$ cat src/rtl/alu_74382_pkg.sv
// alu_74382_pkg: shared types, select encoding and reference constants for the 74382-style ALU.
package alu_74382_pkg;

    localparam int SELECT_W         = 3;
    localparam int SEL_MAX          = 8;
    localparam int TB_OPERAND_W     = 4;
    localparam int TB_RESULT_W      = 4;
    localparam int INPUTS_CASES_NUM = 8;
    localparam int CARRY_IDX        = 0;
    localparam int PORT_A_IDX       = 1;
    localparam int PORT_B_IDX       = 2;

    typedef enum logic [SELECT_W-1:0] {
        OP_CLEAR,
        OP_B_MINUS_A,
        OP_A_MINUS_B,
        OP_A_PLUS_B,
        OP_XOR,
        OP_OR,
        OP_AND,
        OP_PRESET
    } op_e;

    typedef struct packed {
        logic                    carry_in;
        logic [TB_OPERAND_W-1:0] port_a;
        logic [TB_OPERAND_W-1:0] port_b;
    } t_inputs;

    typedef struct packed {
        logic [TB_RESULT_W-1:0] result;
        logic                   overflow;
        logic                   carry_out;
    } t_outputs;

    // Rows indexed by sel; columns by case number whose bits pick cin, A=all-x, B=all-x.
    localparam t_outputs expected_table [SEL_MAX][INPUTS_CASES_NUM] = '{
        '{'{4'h0,1'b0,1'b0}, '{4'h0,1'b0,1'b0}, '{4'h0,1'b0,1'b0}, '{4'h0,1'b0,1'b0},
          '{4'h0,1'b0,1'b0}, '{4'h0,1'b0,1'b0}, '{4'h0,1'b0,1'b0}, '{4'h0,1'b0,1'b0}},
        '{'{4'hF,1'b0,1'b0}, '{4'h0,1'b0,1'b1}, '{4'h0,1'b0,1'b0}, '{4'h1,1'b0,1'b0},
          '{4'hE,1'b0,1'b1}, '{4'hF,1'b0,1'b1}, '{4'hF,1'b0,1'b0}, '{4'h0,1'b0,1'b1}},
        '{'{4'hF,1'b0,1'b0}, '{4'h0,1'b0,1'b1}, '{4'hE,1'b0,1'b1}, '{4'hF,1'b0,1'b1},
          '{4'h0,1'b0,1'b0}, '{4'h1,1'b0,1'b0}, '{4'hF,1'b0,1'b0}, '{4'h0,1'b0,1'b1}},
        '{'{4'h0,1'b0,1'b0}, '{4'h1,1'b0,1'b0}, '{4'hF,1'b0,1'b0}, '{4'h0,1'b0,1'b1},
          '{4'hF,1'b0,1'b0}, '{4'h0,1'b0,1'b1}, '{4'hE,1'b0,1'b1}, '{4'hF,1'b0,1'b1}},
        '{'{4'h0,1'b0,1'b0}, '{4'h0,1'b0,1'b0}, '{4'hF,1'b0,1'b0}, '{4'hF,1'b0,1'b0},
          '{4'hF,1'b0,1'b0}, '{4'hF,1'b0,1'b0}, '{4'h0,1'b0,1'b0}, '{4'h0,1'b0,1'b0}},
        '{'{4'h0,1'b0,1'b0}, '{4'h0,1'b0,1'b0}, '{4'hF,1'b0,1'b0}, '{4'hF,1'b0,1'b0},
          '{4'hF,1'b0,1'b0}, '{4'hF,1'b0,1'b0}, '{4'hF,1'b0,1'b0}, '{4'hF,1'b0,1'b0}},
        '{'{4'h0,1'b0,1'b0}, '{4'h0,1'b0,1'b0}, '{4'h0,1'b0,1'b0}, '{4'h0,1'b0,1'b0},
          '{4'h0,1'b0,1'b0}, '{4'h0,1'b0,1'b0}, '{4'hF,1'b0,1'b0}, '{4'hF,1'b0,1'b0}},
        '{'{4'hF,1'b0,1'b0}, '{4'hF,1'b0,1'b0}, '{4'hF,1'b0,1'b0}, '{4'hF,1'b0,1'b0},
          '{4'hF,1'b0,1'b0}, '{4'hF,1'b0,1'b0}, '{4'hF,1'b0,1'b0}, '{4'hF,1'b0,1'b0}}
    };

    function automatic logic [TB_OPERAND_W-1:0] extend_bit(input logic b);
        return {TB_OPERAND_W{b}};
    endfunction

endpackage

$ cat src/rtl/alu_74382_adder.sv
// alu_74382_adder: W-bit adder with carry-in, carry-out and two's-complement overflow.
module alu_74382_adder #(
    parameter int W = 4
) (
    input  logic [W-1:0] a,
    input  logic [W-1:0] b,
    input  logic         cin,
    output logic [W-1:0] sum,
    output logic         cout,
    output logic         ovf
);

    logic [W:0] ext;

    assign ext  = {1'b0, a} + {1'b0, b} + {{W{1'b0}}, cin};
    assign sum  = ext[W-1:0];
    assign cout = ext[W];
    // Carry into the MSB is recovered from the MSB sum bit.
    assign ovf  = (a[W-1] ^ b[W-1] ^ sum[W-1]) ^ cout;

endmodule

$ cat src/rtl/alu_74382.sv
// alu_74382: 8-function ALU with registered outputs (latency 1).
// Define ALU_74382_PIPE_EN to also register the inputs ahead of the core (latency 2).
module alu_74382
    import alu_74382_pkg::*;
#(
    parameter int OPERAND_W = 4,
    parameter int RESULT_W  = 4
) (
    input  logic                 clk,
    input  logic                 rst_n,
    input  logic [SELECT_W-1:0]  sel,
    input  logic                 carry_in,
    input  logic [OPERAND_W-1:0] port_a,
    input  logic [OPERAND_W-1:0] port_b,
    output logic [RESULT_W-1:0]  result,
    output logic                 overflow,
    output logic                 carry_out
);

    if (RESULT_W != OPERAND_W) begin : g_width_chk
        $error("alu_74382: RESULT_W must equal OPERAND_W");
    end

    logic [SELECT_W-1:0]  sel_c;
    logic                 cin_c;
    logic [OPERAND_W-1:0] a_c, b_c;

`ifdef ALU_74382_PIPE_EN
    logic [SELECT_W-1:0]  sel_q;
    logic                 cin_q;
    logic [OPERAND_W-1:0] a_q, b_q;

    always_ff @(posedge clk or negedge rst_n) begin
        if (!rst_n) begin
            sel_q <= '0;
            cin_q <= 1'b0;
            a_q   <= '0;
            b_q   <= '0;
        end else begin
            sel_q <= sel;
            cin_q <= carry_in;
            a_q   <= port_a;
            b_q   <= port_b;
        end
    end

    assign sel_c = sel_q;
    assign cin_c = cin_q;
    assign a_c   = a_q;
    assign b_c   = b_q;
`else
    assign sel_c = sel;
    assign cin_c = carry_in;
    assign a_c   = port_a;
    assign b_c   = port_b;
`endif

    op_e                  op;
    logic [OPERAND_W-1:0] add_a, add_b, add_sum;
    logic                 add_cout, add_ovf;
    logic [OPERAND_W:0]   result_ext;

    assign op    = op_e'(sel_c);
    assign add_a = (op == OP_B_MINUS_A) ? ~a_c : a_c;
    assign add_b = (op == OP_A_MINUS_B) ? ~b_c : b_c;

    alu_74382_adder #(.W(OPERAND_W)) u_adder (
        .a    (add_a),
        .b    (add_b),
        .cin  (cin_c),
        .sum  (add_sum),
        .cout (add_cout),
        .ovf  (add_ovf)
    );

    assign result_ext = {add_cout, add_sum};

    logic [RESULT_W-1:0] result_d, result_q;
    logic                overflow_d, overflow_q;
    logic                carry_d, carry_q;

    always_comb begin
        result_d   = '0;
        overflow_d = 1'b0;
        carry_d    = 1'b0;
        case (op)
            OP_B_MINUS_A, OP_A_MINUS_B, OP_A_PLUS_B: begin
                result_d   = result_ext[OPERAND_W-1:0];
                carry_d    = result_ext[OPERAND_W];
                overflow_d = add_ovf;
            end
            OP_XOR:    result_d = a_c ^ b_c;
            OP_OR:     result_d = a_c | b_c;
            OP_AND:    result_d = a_c & b_c;
            OP_PRESET: result_d = '1;
            default:   result_d = '0;
        endcase
    end

    always_ff @(posedge clk or negedge rst_n) begin
        if (!rst_n) begin
            result_q   <= '0;
            overflow_q <= 1'b0;
            carry_q    <= 1'b0;
        end else begin
            result_q   <= result_d;
            overflow_q <= overflow_d;
            carry_q    <= carry_d;
        end
    end

    assign result    = result_q;
    assign overflow  = overflow_q;
    assign carry_out = carry_q;

endmodule

$ cat config.mk
export PLATFORM = sky130hd
export DESIGN_NAME = alu_74382
export DESIGN_NICKNAME = d
export VERILOG_FILES = /design/src/rtl/alu_74382_pkg.sv /design/src/rtl/alu_74382_adder.sv /design/src/rtl/alu_74382.sv
export SDC_FILE = /design/constraint.sdc
export NUM_CORES = 1
export LEC_CHECK = 0
export BUFFER_PORTS_ARGS = -buffer_cell sky130_fd_sc_hd__buf_4
export CAP_MARGIN = 20
export CORE_MARGIN = 2
export CORE_UTILIZATION = 50
export CTS_BUF_LIST = sky130_fd_sc_hd__clkbuf_8
export CTS_CLUSTER_DIAMETER = 80
export DETAILED_ROUTE_END_ITERATION = 10
export GPL_TIMING_DRIVEN = 0
export PLACE_DENSITY = 0.83
export REMOVE_ABC_BUFFERS = 1
export SYNTH_ARGS = -nofsm -noshare
export SYNTH_HDL_FRONTEND = slang
export SYNTH_HIERARCHICAL = 1
export SYNTH_SLANG_ARGS = --single-unit
$ cat constraint.sdc
create_clock -name clk -period 0.8 [get_ports clk]
set_input_delay 0.12 -clock clk [delete_from_list [all_inputs] [get_ports clk]]
set_output_delay 0.12 -clock clk [all_outputs]
set_load 0.03 [all_outputs]
==> impl_metrics.toml <==
[timing]
min_period_ns = 1.721
period_share_pct = 215.1
setup_viol = 12
slew_viol_final = 0
worst_slack_ns = -0.9209
tightestPinTransition_ns = 0.2335
fmax_mhz = 581.1
tns_ns = -5.157
grt_setup_unrepaired = "yes"
slew_headroom_pct = 84.42
hold_viol = 0

[die]
die_y_um = 42.36
initial_core_util_pct = 55.16
fp.dieW_um = 42.36
coreArea_um2 = 1334
top_level_ports = 20
dieArea_um2 = 1794
rows = 13

[finish]
drive_gt1_share_pct = 46.43
antenna_cells = 0
nFillCells = 67
finish.utilization_pct = 86.21
area_growth_pct = 56.29
layout.nets = 141

[clock_tree]
cts_root_buf = "clkbuf_8"
cts_buffer_depth = 2
cts_sinks = 6
htree_levels = 1
clk_pin_slew_worst_paths_ns = 0.04
cts_tree = "built"
cts_buffers = 3

[hold_path]
hp-class = "in2async"

[worst_setup_path]
cp.required_ns = 0.91
end_kind = "flip-flop"
crit_fanout = 3
critical-path-top-delay-family = "simple AND/OR/NAND/NOR gates"
crit_type = "in2reg"
worst_setup_path_start_kind = "input port"
slowest_stage = "fa_2"
crit_chain = "buf_12 -> nor2b_4 -> nor2b_4 -> xnor2_2 -> fa_2 -> inv_2 -> fa_2 -> nand2b_4 -> a21oi_4 -> xnor2_1 -> and2_1"
max_stage_delay_ns = 0.34
arrival_ns = 1.83
crit_buf_inv = 2
cp.depth = 11

[power]
peakVddDrop_mv = 0.6897
power-per-cell-area_nw_per_um2 = 1466
p_leak_nw = 0.5829

[placement]
io_buffer_count = 19
gp_congestion = 0.7954
hpwl_um = 1169
place_ws_ns = -1.651

[synth]
yosysSeqAreaShare_pct = 20.41
ys_types = 27
yosys_warnings = 6
syn_area_per_cell_um2 = 9.432
syn_area_um2 = 735.7
ys_ff_latch = 6
synthCells = 78

[detailed_routing]
dr_total_vias = 674
ant_nets = 0
drc = 0
via_per_inst = 5.307
wirelength_um = 1840
dr.pass1.iters = 4
first_iter_violations = 12
wl_per_cell_um = 14.49

[grt]
grt_max_degree = 13
grt_pass1_wl_um = 2849
gr-total-overflow = 0
grt_pass1_vias = 683
grt_usage_pct = 21.10
grt_antenna_before_repair = 0

[status]
failed_checks = "setup timing"
run_status = "complete, but fails checks"

[job]
maxCapViolations = 0
cell type report:
class | instances | area [um^2] | share of cell area (%)
Tap cell | 15 | 18.77 | 1.632
Clock buffer | 3 | 41.29 | 3.591
Timing Repair Buffer | 34 | 317.8 | 27.64
Inverter | 12 | 45.04 | 3.917
Sequential cell | 6 | 150.1 | 13.06
Multi-Input combinational cell | 57 | 576.8 | 50.16
cells in the final DEF, fill, tap and decap left out, drive strengths merged:
cell type | Yosys | layout
a21o | 1 | 1
ha | 11 | 11
a221o | 2 | 2
nand2b | 5 | 5
and3 | 2 | 2
nor2b | 2 | 2
nor3b | 1 | 1
xnor2 | 11 | 11
nand3 | 2 | 2
and4bb | 1 | 1
buf | 2 | 33
dlygate4sd3 | 0 | 1
a21oi | 3 | 3
o21ai | 2 | 2
clkbuf | 1 | 3
a22o | 2 | 2
and2 | 3 | 3
inv | 12 | 12
dfrtp | 6 | 6
a32oi | 1 | 1
o211ai | 2 | 2
nor2 | 4 | 4
fa | 2 | 2
logic make-up after synthesis:
family                   Yosys count  share of synthesized area [%]
buffers and inverters             15                          9.012
adder cells (fa/ha/maj)           13                          24.15
flip-flops                         6                          20.41
AND/OR/NAND/NOR                   20                          19.56
AO/OA/AOI/OAI                     13                          13.78
XOR/XNOR                          11                          13.09
cells in the mapped netlist:
cell type   n  area share [%]
and4bb_2    1             1.7
fa_1        2             5.4
nand2b_1    4             3.4
nor2_1      3             1.5
a22o_1      2             2.4
clkbuf_2    1            0.68
buf_2       1            0.68
buf_6       1             1.5
o211ai_1    2             2.0
and2_1      3             2.6
nor2b_1     1            0.85
nor2_2      1            0.85
xnor2_1    11              13
nand3_1     2             1.4
a21oi_2     2             2.4
a21o_1      1             1.0
a32oi_1     1             1.2
nor2b_2     1             1.2
dfrtp_1     6              20
o21ai_0     2             1.4
a21oi_1     1            0.68
inv_1      12             6.1
and3_1      2             1.7
nand2b_4    1             1.9
nor3b_4     1             2.6
a221o_1     2             2.7
ha_1       11              19
through the flow:
step                cell area, um^2  instances  power [W]  hold slack, ns
CTS                            1110        123   0.001642          0.2353
finish                         1150        127   0.001686          0.2469
global route                   1150        127   0.001783          0.2571
global placement              875.8        109   0.001003        -0.07291
detailed placement            875.8        109   0.001032        -0.07161
floorplan                     714.4         75  0.0008024         -0.1756
timing repair:
| item | CTS | global route |
|---|---|---|
| hold buffers | 1 | 0 |
| pin swaps | 12 | 9 |
| gates resized for setup | 27 | 2 |
| endpoints found under the setup margin | 12 | 12 |
| endpoints found under the hold margin | 6 | 0 |
| buffers inserted | 10 | 4 |
path summary, 6_finish.rpt:
check                        from        end  slack [ns]
max                        sel[1]   overflow       -0.92
min                         rst_n   overflow        0.25
max in group asynchronous   rst_n  result[0]        0.44
min in group clk           sel[2]  result[1]        0.32
routing by layer:
| metal | part of all wire (%) | vias up | GRT usage, % |
|---|---|---|---|
| met5 | 0 | - | 0 |
| met4 | 2.5 | 0 | 10.00 |
| met3 | 3.8 | 4 | 1.724 |
| met2 | 54 | 20 | 42.15 |
| met1 | 40 | 321 | 21.26 |
| li1 | - | 329 | - |
flip-flops by register name, indices dropped and copies added, names as in the netlist:
signal and flops:
overflow 1, result 4, carry_out 1
report_power, final:
group          leakage (nW)  total, W  switching [W]  internal, W
registers            0.0747  0.000378      0.0000230     0.000355
logic                 0.487  0.000862       0.000411     0.000451
clock network        0.0216  0.000446       0.000123     0.000323
No activity file was read; power rests on OpenSTA's default activity.
